==> src/rtl/bp_lce_req_burst.sv <==
// LCE request handler: turns cache misses and uncached accesses into BedRock LCE
// request messages, with multi-beat uncached stores and dual-source credit return.
module bp_lce_req_burst #(
  parameter int paddr_width_p      = 40,
  parameter int lce_id_width_p     = 4,
  parameter int cce_id_width_p     = 4,
  parameter int assoc_p            = 8,
  parameter int sets_p             = 64,
  parameter int block_width_p      = 512,
  parameter int fill_width_p       = block_width_p,
  parameter int req_width_p        = block_width_p,
  parameter int data_width_p       = 64,
  parameter int credits_p          = 8,
  parameter bit non_excl_reads_p   = 1'b0,
  parameter int metadata_latency_p = 0,
  localparam int way_id_width_lp             = (assoc_p > 1) ? $clog2(assoc_p) : 1,
  localparam int cache_req_width_lp          = 4 + paddr_width_p + 3 + req_width_p,
  localparam int cache_req_metadata_width_lp = way_id_width_lp + 1,
  localparam int lce_req_msg_header_width_lp =
    way_id_width_lp + 1 + lce_id_width_p + cce_id_width_p + 3 + paddr_width_p + 4
) (
  input  logic                                   clk_i,
  input  logic                                   reset_i,
  input  logic [lce_id_width_p-1:0]              lce_id_i,
  input  logic [1:0]                             lce_mode_i,
  input  logic                                   sync_done_i,
  output logic                                   ready_o,
  input  logic [cache_req_width_lp-1:0]          cache_req_i,
  input  logic                                   cache_req_v_i,
  output logic                                   cache_req_yumi_o,
  input  logic [cache_req_metadata_width_lp-1:0] cache_req_metadata_i,
  input  logic                                   cache_req_metadata_v_i,
  input  logic                                   cache_req_complete_i,
  input  logic                                   uc_store_req_complete_i,
  output logic                                   credits_full_o,
  output logic                                   credits_empty_o,
  output logic [lce_req_msg_header_width_lp-1:0] lce_req_header_o,
  output logic                                   lce_req_header_v_o,
  input  logic                                   lce_req_header_ready_and_i,
  output logic [data_width_p-1:0]                lce_req_data_o,
  output logic                                   lce_req_data_v_o,
  input  logic                                   lce_req_data_ready_and_i,
  output logic                                   lce_req_last_o
);

  if (metadata_latency_p != 0 && metadata_latency_p != 1) begin : g_bad_md_latency
    $error("metadata_latency_p must be 0 or 1");
  end
  if (data_width_p < 64 || (req_width_p % data_width_p) != 0 || fill_width_p < data_width_p
      || sets_p < 1 || credits_p < 1) begin : g_bad_geometry
    $error("inconsistent bp_lce_req_burst geometry");
  end

  localparam int max_beats_lp       = req_width_p / data_width_p;
  localparam int beat_width_lp      = (max_beats_lp > 1) ? $clog2(max_beats_lp) : 1;
  localparam int data_bytes_lp      = data_width_p / 8;
  localparam int lg_data_bytes_lp   = $clog2(data_bytes_lp);
  localparam int lg_block_bytes_lp  = $clog2(block_width_p / 8);
  localparam int cnt_width_lp       = $clog2(credits_p + 1);
  localparam logic [2:0] block_size_lp = 3'(lg_block_bytes_lp);

  typedef enum logic [1:0] {e_reset, e_ready, e_send_data, e_send_cached} state_e;
  typedef enum logic [1:0] {
    e_lce_mode_uncached = 2'd0, e_lce_mode_normal = 2'd1, e_lce_mode_nonspec = 2'd2
  } lce_mode_e;
  typedef enum logic [3:0] {
    e_miss_load = 4'd0, e_miss_store = 4'd1, e_uc_load = 4'd2, e_uc_store = 4'd3
  } cache_req_msg_e;
  typedef enum logic [3:0] {
    e_bedrock_req_rd_miss = 4'd0, e_bedrock_req_wr_miss = 4'd1,
    e_bedrock_req_uc_rd   = 4'd2, e_bedrock_req_uc_wr   = 4'd3
  } bedrock_req_e;

  typedef struct packed {
    logic [req_width_p-1:0]   data;
    logic [2:0]               size;
    logic [paddr_width_p-1:0] addr;
    logic [3:0]               msg_type;
  } cache_req_s;

  typedef struct packed {
    logic [way_id_width_lp-1:0] way;
    logic                       dirty;
  } metadata_s;

  typedef struct packed {
    logic [way_id_width_lp-1:0] lru_way_id;
    logic                       non_exclusive;
    logic [lce_id_width_p-1:0]  src_id;
    logic [cce_id_width_p-1:0]  dst_id;
    logic [2:0]                 size;
    logic [paddr_width_p-1:0]   addr;
    logic [3:0]                 msg_type;
  } req_header_s;

  state_e                   state_q, state_d;
  logic [beat_width_lp-1:0] beat_q, beat_d, last_beat_q, last_beat_d;
  logic [cnt_width_lp-1:0]  cnt_q, cnt_d;
  logic [cnt_width_lp:0]    cnt_inc, cnt_dec;
  logic                     md_v_q, md_v_d, md_valid;
  cache_req_s               req_li, req_q;
  metadata_s                md_li, md_q, md_eff;
  req_header_s              hdr;
  logic                     ready, yumi, hdr_v, data_v, last, hdr_hs, credits_full;
  logic                     coherent_mode, is_load_miss;
  logic [cce_id_width_p-1:0] uc_dst_id, cached_dst_id;

  logic [max_beats_lp-1:0][data_width_p-1:0] req_beats;
  logic [data_bytes_lp-1:0][7:0]             beat_bytes;
  logic [lg_data_bytes_lp-1:0]               byte_mask;
  logic                                      unused_dirty;

  assign req_li        = cache_req_i;
  assign md_li         = cache_req_metadata_i;
  assign unused_dirty  = md_q.dirty;
  assign coherent_mode = (lce_mode_i == e_lce_mode_normal) | (lce_mode_i == e_lce_mode_nonspec);
  assign is_load_miss  = (req_q.msg_type == e_miss_load);
  // CCEs are interleaved on block address bits just above the block offset.
  assign uc_dst_id     = req_li.addr[lg_block_bytes_lp +: cce_id_width_p];
  assign cached_dst_id = req_q.addr[lg_block_bytes_lp +: cce_id_width_p];
  assign md_valid      = md_v_q | ((metadata_latency_p == 0) & cache_req_metadata_v_i);
  assign md_eff        = (metadata_latency_p == 0 && cache_req_metadata_v_i) ? md_li : md_q;
  assign credits_full  = (cnt_q == cnt_width_lp'(credits_p));

  function automatic logic [beat_width_lp-1:0] last_beat_of(input logic [2:0] size);
    int n;
    if (int'(size) <= lg_data_bytes_lp) n = 0;
    else n = (1 << (int'(size) - lg_data_bytes_lp)) - 1;
    if (n > max_beats_lp - 1) n = max_beats_lp - 1;
    return beat_width_lp'(n);
  endfunction

  always_comb begin
    // NOTE: every output and next-state value gets a default first, so no path can infer a latch.
    state_d     = state_q;
    beat_d      = beat_q;
    last_beat_d = last_beat_q;
    ready       = 1'b0;
    yumi        = 1'b0;
    hdr_v       = 1'b0;
    data_v      = 1'b0;
    last        = 1'b0;
    hdr         = '0;
    hdr.src_id  = lce_id_i;
    case (state_q)
      e_reset: state_d = e_ready;
      e_ready: begin
        ready      = ~credits_full & ((lce_mode_i == e_lce_mode_uncached) | sync_done_i);
        hdr.addr   = req_li.addr;
        hdr.size   = req_li.size;
        hdr.dst_id = uc_dst_id;
        if (ready & cache_req_v_i) begin
          case (req_li.msg_type)
            e_miss_load, e_miss_store: begin
              yumi = coherent_mode & sync_done_i;
              if (yumi) state_d = e_send_cached;
            end
            e_uc_store: begin
              hdr_v        = 1'b1;
              hdr.msg_type = e_bedrock_req_uc_wr;
              yumi         = lce_req_header_ready_and_i;
              if (yumi) begin
                beat_d      = '0;
                last_beat_d = last_beat_of(req_li.size);
                state_d     = e_send_data;
              end
            end
            e_uc_load: begin
              hdr_v        = 1'b1;
              last         = 1'b1;
              hdr.msg_type = e_bedrock_req_uc_rd;
              yumi         = lce_req_header_ready_and_i;
            end
            default: ;
          endcase
        end
      end
      e_send_data: begin
        data_v = 1'b1;
        last   = (beat_q == last_beat_q);
        if (lce_req_data_ready_and_i) begin
          if (last) state_d = e_ready;
          else      beat_d  = beat_q + 1'b1;
        end
      end
      e_send_cached: begin
        hdr_v             = md_valid;
        last              = md_valid;
        hdr.addr          = req_q.addr;
        hdr.size          = block_size_lp;
        hdr.dst_id        = cached_dst_id;
        hdr.lru_way_id    = md_eff.way;
        hdr.msg_type      = is_load_miss ? e_bedrock_req_rd_miss : e_bedrock_req_wr_miss;
        hdr.non_exclusive = non_excl_reads_p & is_load_miss;
        if (hdr_v & lce_req_header_ready_and_i) state_d = e_ready;
      end
      default: state_d = e_reset;
    endcase
  end

  // Sub-channel stores replicate their low 2^size bytes across the whole beat.
  assign req_beats  = req_q.data;
  assign beat_bytes = req_beats[beat_q];
  assign byte_mask  = (req_q.size < 3'(lg_data_bytes_lp))
                      ? lg_data_bytes_lp'((1 << req_q.size) - 1) : '1;

  always_comb begin
    lce_req_data_o = '0;
    for (int i = 0; i < data_bytes_lp; i++)
      lce_req_data_o[8*i +: 8] = beat_bytes[lg_data_bytes_lp'(i) & byte_mask];
  end

  always_comb begin
    if (metadata_latency_p == 1)
      md_v_d = yumi ? 1'b0 : (cache_req_metadata_v_i | md_v_q);
    else
      md_v_d = cache_req_metadata_v_i ? 1'b1 : (~yumi & md_v_q);
  end

  assign hdr_hs  = hdr_v & lce_req_header_ready_and_i;
  assign cnt_inc = {1'b0, cnt_q} + (cnt_width_lp+1)'(hdr_hs);
  assign cnt_dec = (cnt_width_lp+1)'(cache_req_complete_i) + (cnt_width_lp+1)'(uc_store_req_complete_i);
  assign cnt_d   = (cnt_inc < cnt_dec) ? '0 : cnt_width_lp'(cnt_inc - cnt_dec);

  credit_underflow_a: assert property (@(posedge clk_i) disable iff (reset_i) cnt_inc >= cnt_dec);

  always_ff @(posedge clk_i) begin
    if (reset_i) begin
      state_q <= e_reset;
      cnt_q   <= '0;
      beat_q  <= '0;
      md_v_q  <= 1'b0;
    end else begin
      state_q <= state_d;
      cnt_q   <= cnt_d;
      beat_q  <= beat_d;
      md_v_q  <= md_v_d;
    end
  end

  // NOTE: payload registers carry no reset; they are only read while state/valid qualifies them.
  always_ff @(posedge clk_i) begin
    last_beat_q <= last_beat_d;
    if (yumi) req_q <= req_li;
    if (cache_req_metadata_v_i) md_q <= md_li;
  end

  assign ready_o            = ready;
  assign cache_req_yumi_o   = yumi;
  assign lce_req_header_o   = hdr;
  assign lce_req_header_v_o = hdr_v;
  assign lce_req_data_v_o   = data_v;
  assign lce_req_last_o     = last;
  assign credits_full_o     = credits_full;
  assign credits_empty_o    = (cnt_q == '0);

endmodule

==> config.mk <==
export PLATFORM = sky130hd
export DESIGN_NAME = bp_lce_req_burst
export DESIGN_NICKNAME = d
export VERILOG_FILES = /design/src/rtl/bp_lce_req_burst.sv
export SDC_FILE = /design/constraint.sdc
export NUM_CORES = 1
export LEC_CHECK = 0
export ABC_AREA = 1
export CAP_MARGIN = 0
export CORE_AREA = 4 4 272 274
export DETAILED_ROUTE_END_ITERATION = 12
export DIE_AREA = 0 0 276 278
export SLEW_MARGIN = 5
export SYNTH_ARGS = -nofsm -noshare
export SYNTH_HDL_FRONTEND = slang
export SYNTH_SLANG_ARGS = --single-unit
==> constraint.sdc <==
create_clock -name clk_i -period 19.9 [get_ports clk_i]
set_input_delay 2.985 -clock clk_i [delete_from_list [all_inputs] [get_ports clk_i]]
set_output_delay 2.985 -clock clk_i [all_outputs]
set_load 0.05 [all_outputs]
==> impl_metrics.ini <==
[worst_setup_path]
worst_ep_required_time_ns = 16.91
end_kind = output pin
worstPathMaxFanout = 106
crit_arrival_ns = 5.91
start_kind = primary input
critical_path_class = in2out
r2r_setup_slack_ns = 15.84

[sta]
max-slew-margin-rel_pct = 25.2
fin_setup_tns_ns = 0
rsz0062_at_grt = false
fin_skew_ns = 0.0231
tightestPinTransition_ns = 1.12
finalCritPeriodShare_pct = 44.7
setup_ws_ns = 11.01
setup_viol = 0
min_period_ns = 8.89
fmax_mhz = 112
hold_viol = 0
drv_slew = 0

[logic_synthesis]
syn_area_per_cell_um2 = 12.2
ys_ff_latch = 575
synthesis.instances = 1947
synthFlopType = edfxtp_1
synth_top_cell_by_area = edfxtp_1
yosysUniqueCellTypes = 42
synth_seq_area_share_pct = 71.9
synth_top_area_share_pct = 70.8
postSynth.asyncResetShare_pct = 0
netlist_area_um2 = 23800
synth-edff-count = 562
yosysWarnings = 0
synth_area_leaders = edfxtp_1, nand2_1, nand3_1, nor2_1, o21ai_0

[flow_run]
max-cap-violations = 0

[route]
ant_nets = 0
drc = 0
totalWireLength_um = 87700
viasPerCell = 4.97
drt_pass1_iterations = 5
via_count = 17989
wire_per_inst_um = 24.2
drtIter0Drc = 1332

[cts]
cts_buffers = 66
worstSkewPairLatency_ns = 0.60
cts_tree = yes
post_cts_resized = 0
cts_max_path_buffers = 3
root_buffer = clkbuf_16
clkTransAtPathRegs_ns = 0.05
post-cts-setup-buffers = 0
cts_hold_buffers = 0
cts.sinks = 575
htreeDepth = 3

[finish]
synthToLayoutAreaGrowth_pct = 40.4
nets = 3189
final_util_pct = 46.9
final_area_um2 = 33500
layout-drive-gt1-share_pct = 4.68

[power_and_ir_drop]
seqPwrFrac_pct = 33.4
power_mw = 4.22
power_frac_comb_pct = 38.9
netSwitchingFraction_pct = 40.1
vdd_drop_max_uv = 101
powerDensity_nw_per_um2 = 126
p_sw_mw = 1.69
p_clk_share_pct = 27.7
leakage_nw = 11.8
power.internal_mw = 2.53

[global_routing]
grt_max_degree = 162
grt_first_pass_wirelength_um = 124000
antenna_found_initial = 27
grt.overflow.total = 0
grt_usage_pct = 21.7
grt_pass1_vias = 18319

[floorplan]
row_count = 98
core_um2 = 71400
io_pins = 708
initial_core_util_pct = 33.4
dieHeight_um = 278
die_area_um2 = 76700
die_w_um = 276

[place]
place_congestion = 0.899
pre_cts_ws_ns = 11.02
dpl_cell_area_um2 = 31400
hpwl_um = 62100
portBuffers = 695

[hold_path]
min_path_type = reg2reg

[status]
status = complete, no violations
[power by group through the flow]
stage / registers [mW] / clock network [mW] / logic, mW
after floorplan: 1.40 / 0 / 1.06
after global placement: 1.43 / 0 / 1.64
after detailed placement: 1.43 / 0 / 1.66
after CTS: 1.41 / 1.20 / 1.66
after global routing: 1.41 / 1.25 / 1.76
final: 1.41 / 1.17 / 1.64
[metal layers]
metal | global-route usage (%) | share of wire [%] | vias up
li1 | - | - | 8316
met1 | 26.3 | 39 | 8781
met2 | 37.0 | 50 | 750
met3 | 6.84 | 8.8 | 132
met4 | 7.31 | 2.7 | 10
met5 | 0 | 0.072 | -
[kinds of logic after synthesis]
| kind of cell | synth area share, % |
|---|---|
| xor+xnor | 0.220 |
| compound gates | 8.33 |
| buf+inv | 4.47 |
| simple gates | 14.5 |
| other cells | 0.0157 |
| fa+ha+maj | 0.609 |
| flops | 71.9 |
[path summary, 6_finish.rpt]
check                                   start  cells past startpoint                to
worst max register to register       cnt_q[2]                      8    req_beats[479]
worst max-delay path            lce_mode_i[1]                     10  cache_req_yumi_o
worst min register to register        md_q[3]                      2           md_q[3]
worst min-delay path                  md_q[3]                      2           md_q[3]
[cell usage in the layout, fill, tap and decap left out, types with 16 or more instances in the layout]
master           synthesis  layout
o21ai_0                135     135
o21ai_1                 48      48
a22o_1                  40      40
o211ai_1                16      16
nand3_1                202     202
nor2_1                 233     233
diode_2                  0      22
inv_1                   64      61
edfxtp_1               562     562
nand2_1                377     377
o22ai_1                 30      30
o221ai_1                29      29
clkbuf_16                0      67
clkdlybuf4s50_1          0     695
[area by class of cell]
type	count	area (um^2)
Sequential cell	575	17100
Clock buffer	81	1730
Inverter	69	278
Multi-Input combinational cell	1177	5650
Fill cell	6479	37900
Clock inverter	34	333
Antenna cell	22	55.1
Timing Repair Buffer	711	7090
Tap cell	950	1190
[flip-flops by register name, indices dropped and copies added, names as in the netlist]
register / cells
req_beats: 512
cnt_q: 4
req_q: 43
beat_q: 3
state_q: 2
md_v_q: 1
last_beat_q: 3
cached_dst_id: 4
md_q: 3
[Yosys cell counts, types with 3 or more instances]
cell type  count
nand2_1      377
buf_1          8
buf_2         39
inv_1         64
clkbuf_1      27
xnor2_1        4
buf_6         19
a22o_1        40
o22ai_1       30
buf_4         35
or2_2          3
o21ai_1       48
inv_2          4
o221ai_1      29
nand3_1      202
a21boi_1       4
o211ai_1      16
and2_1         8
a21boi_0       3
edfxtp_1     562
ha_1          10
a21oi_1       10
o21ai_0      135
nor2_1       233
dfxtp_1       13
[critical path: stages]
cell	delay (ns)
clkdlybuf4s50_1	0.46
inv_1	0.06
ha_1	0.27
nand2_1	0.05
nor2_1	0.09
nand2_1	0.08
o21ai_0	0.08
nand3_1	0.22
inv_8	0.60
clkdlybuf4s50_1	0.94
[stage by stage]
| stage | hold slack (ns) | cells |
|---|---|---|
| CTS | 0.450 | 3597 |
| finish | 0.451 | 3619 |
| floorplan | 0.415 | 1949 |
| detailed placement | 0.435 | 3482 |
| global route | 0.479 | 3617 |
| global placement | 0.432 | 3482 |
(Power assumes the default switching activity.)
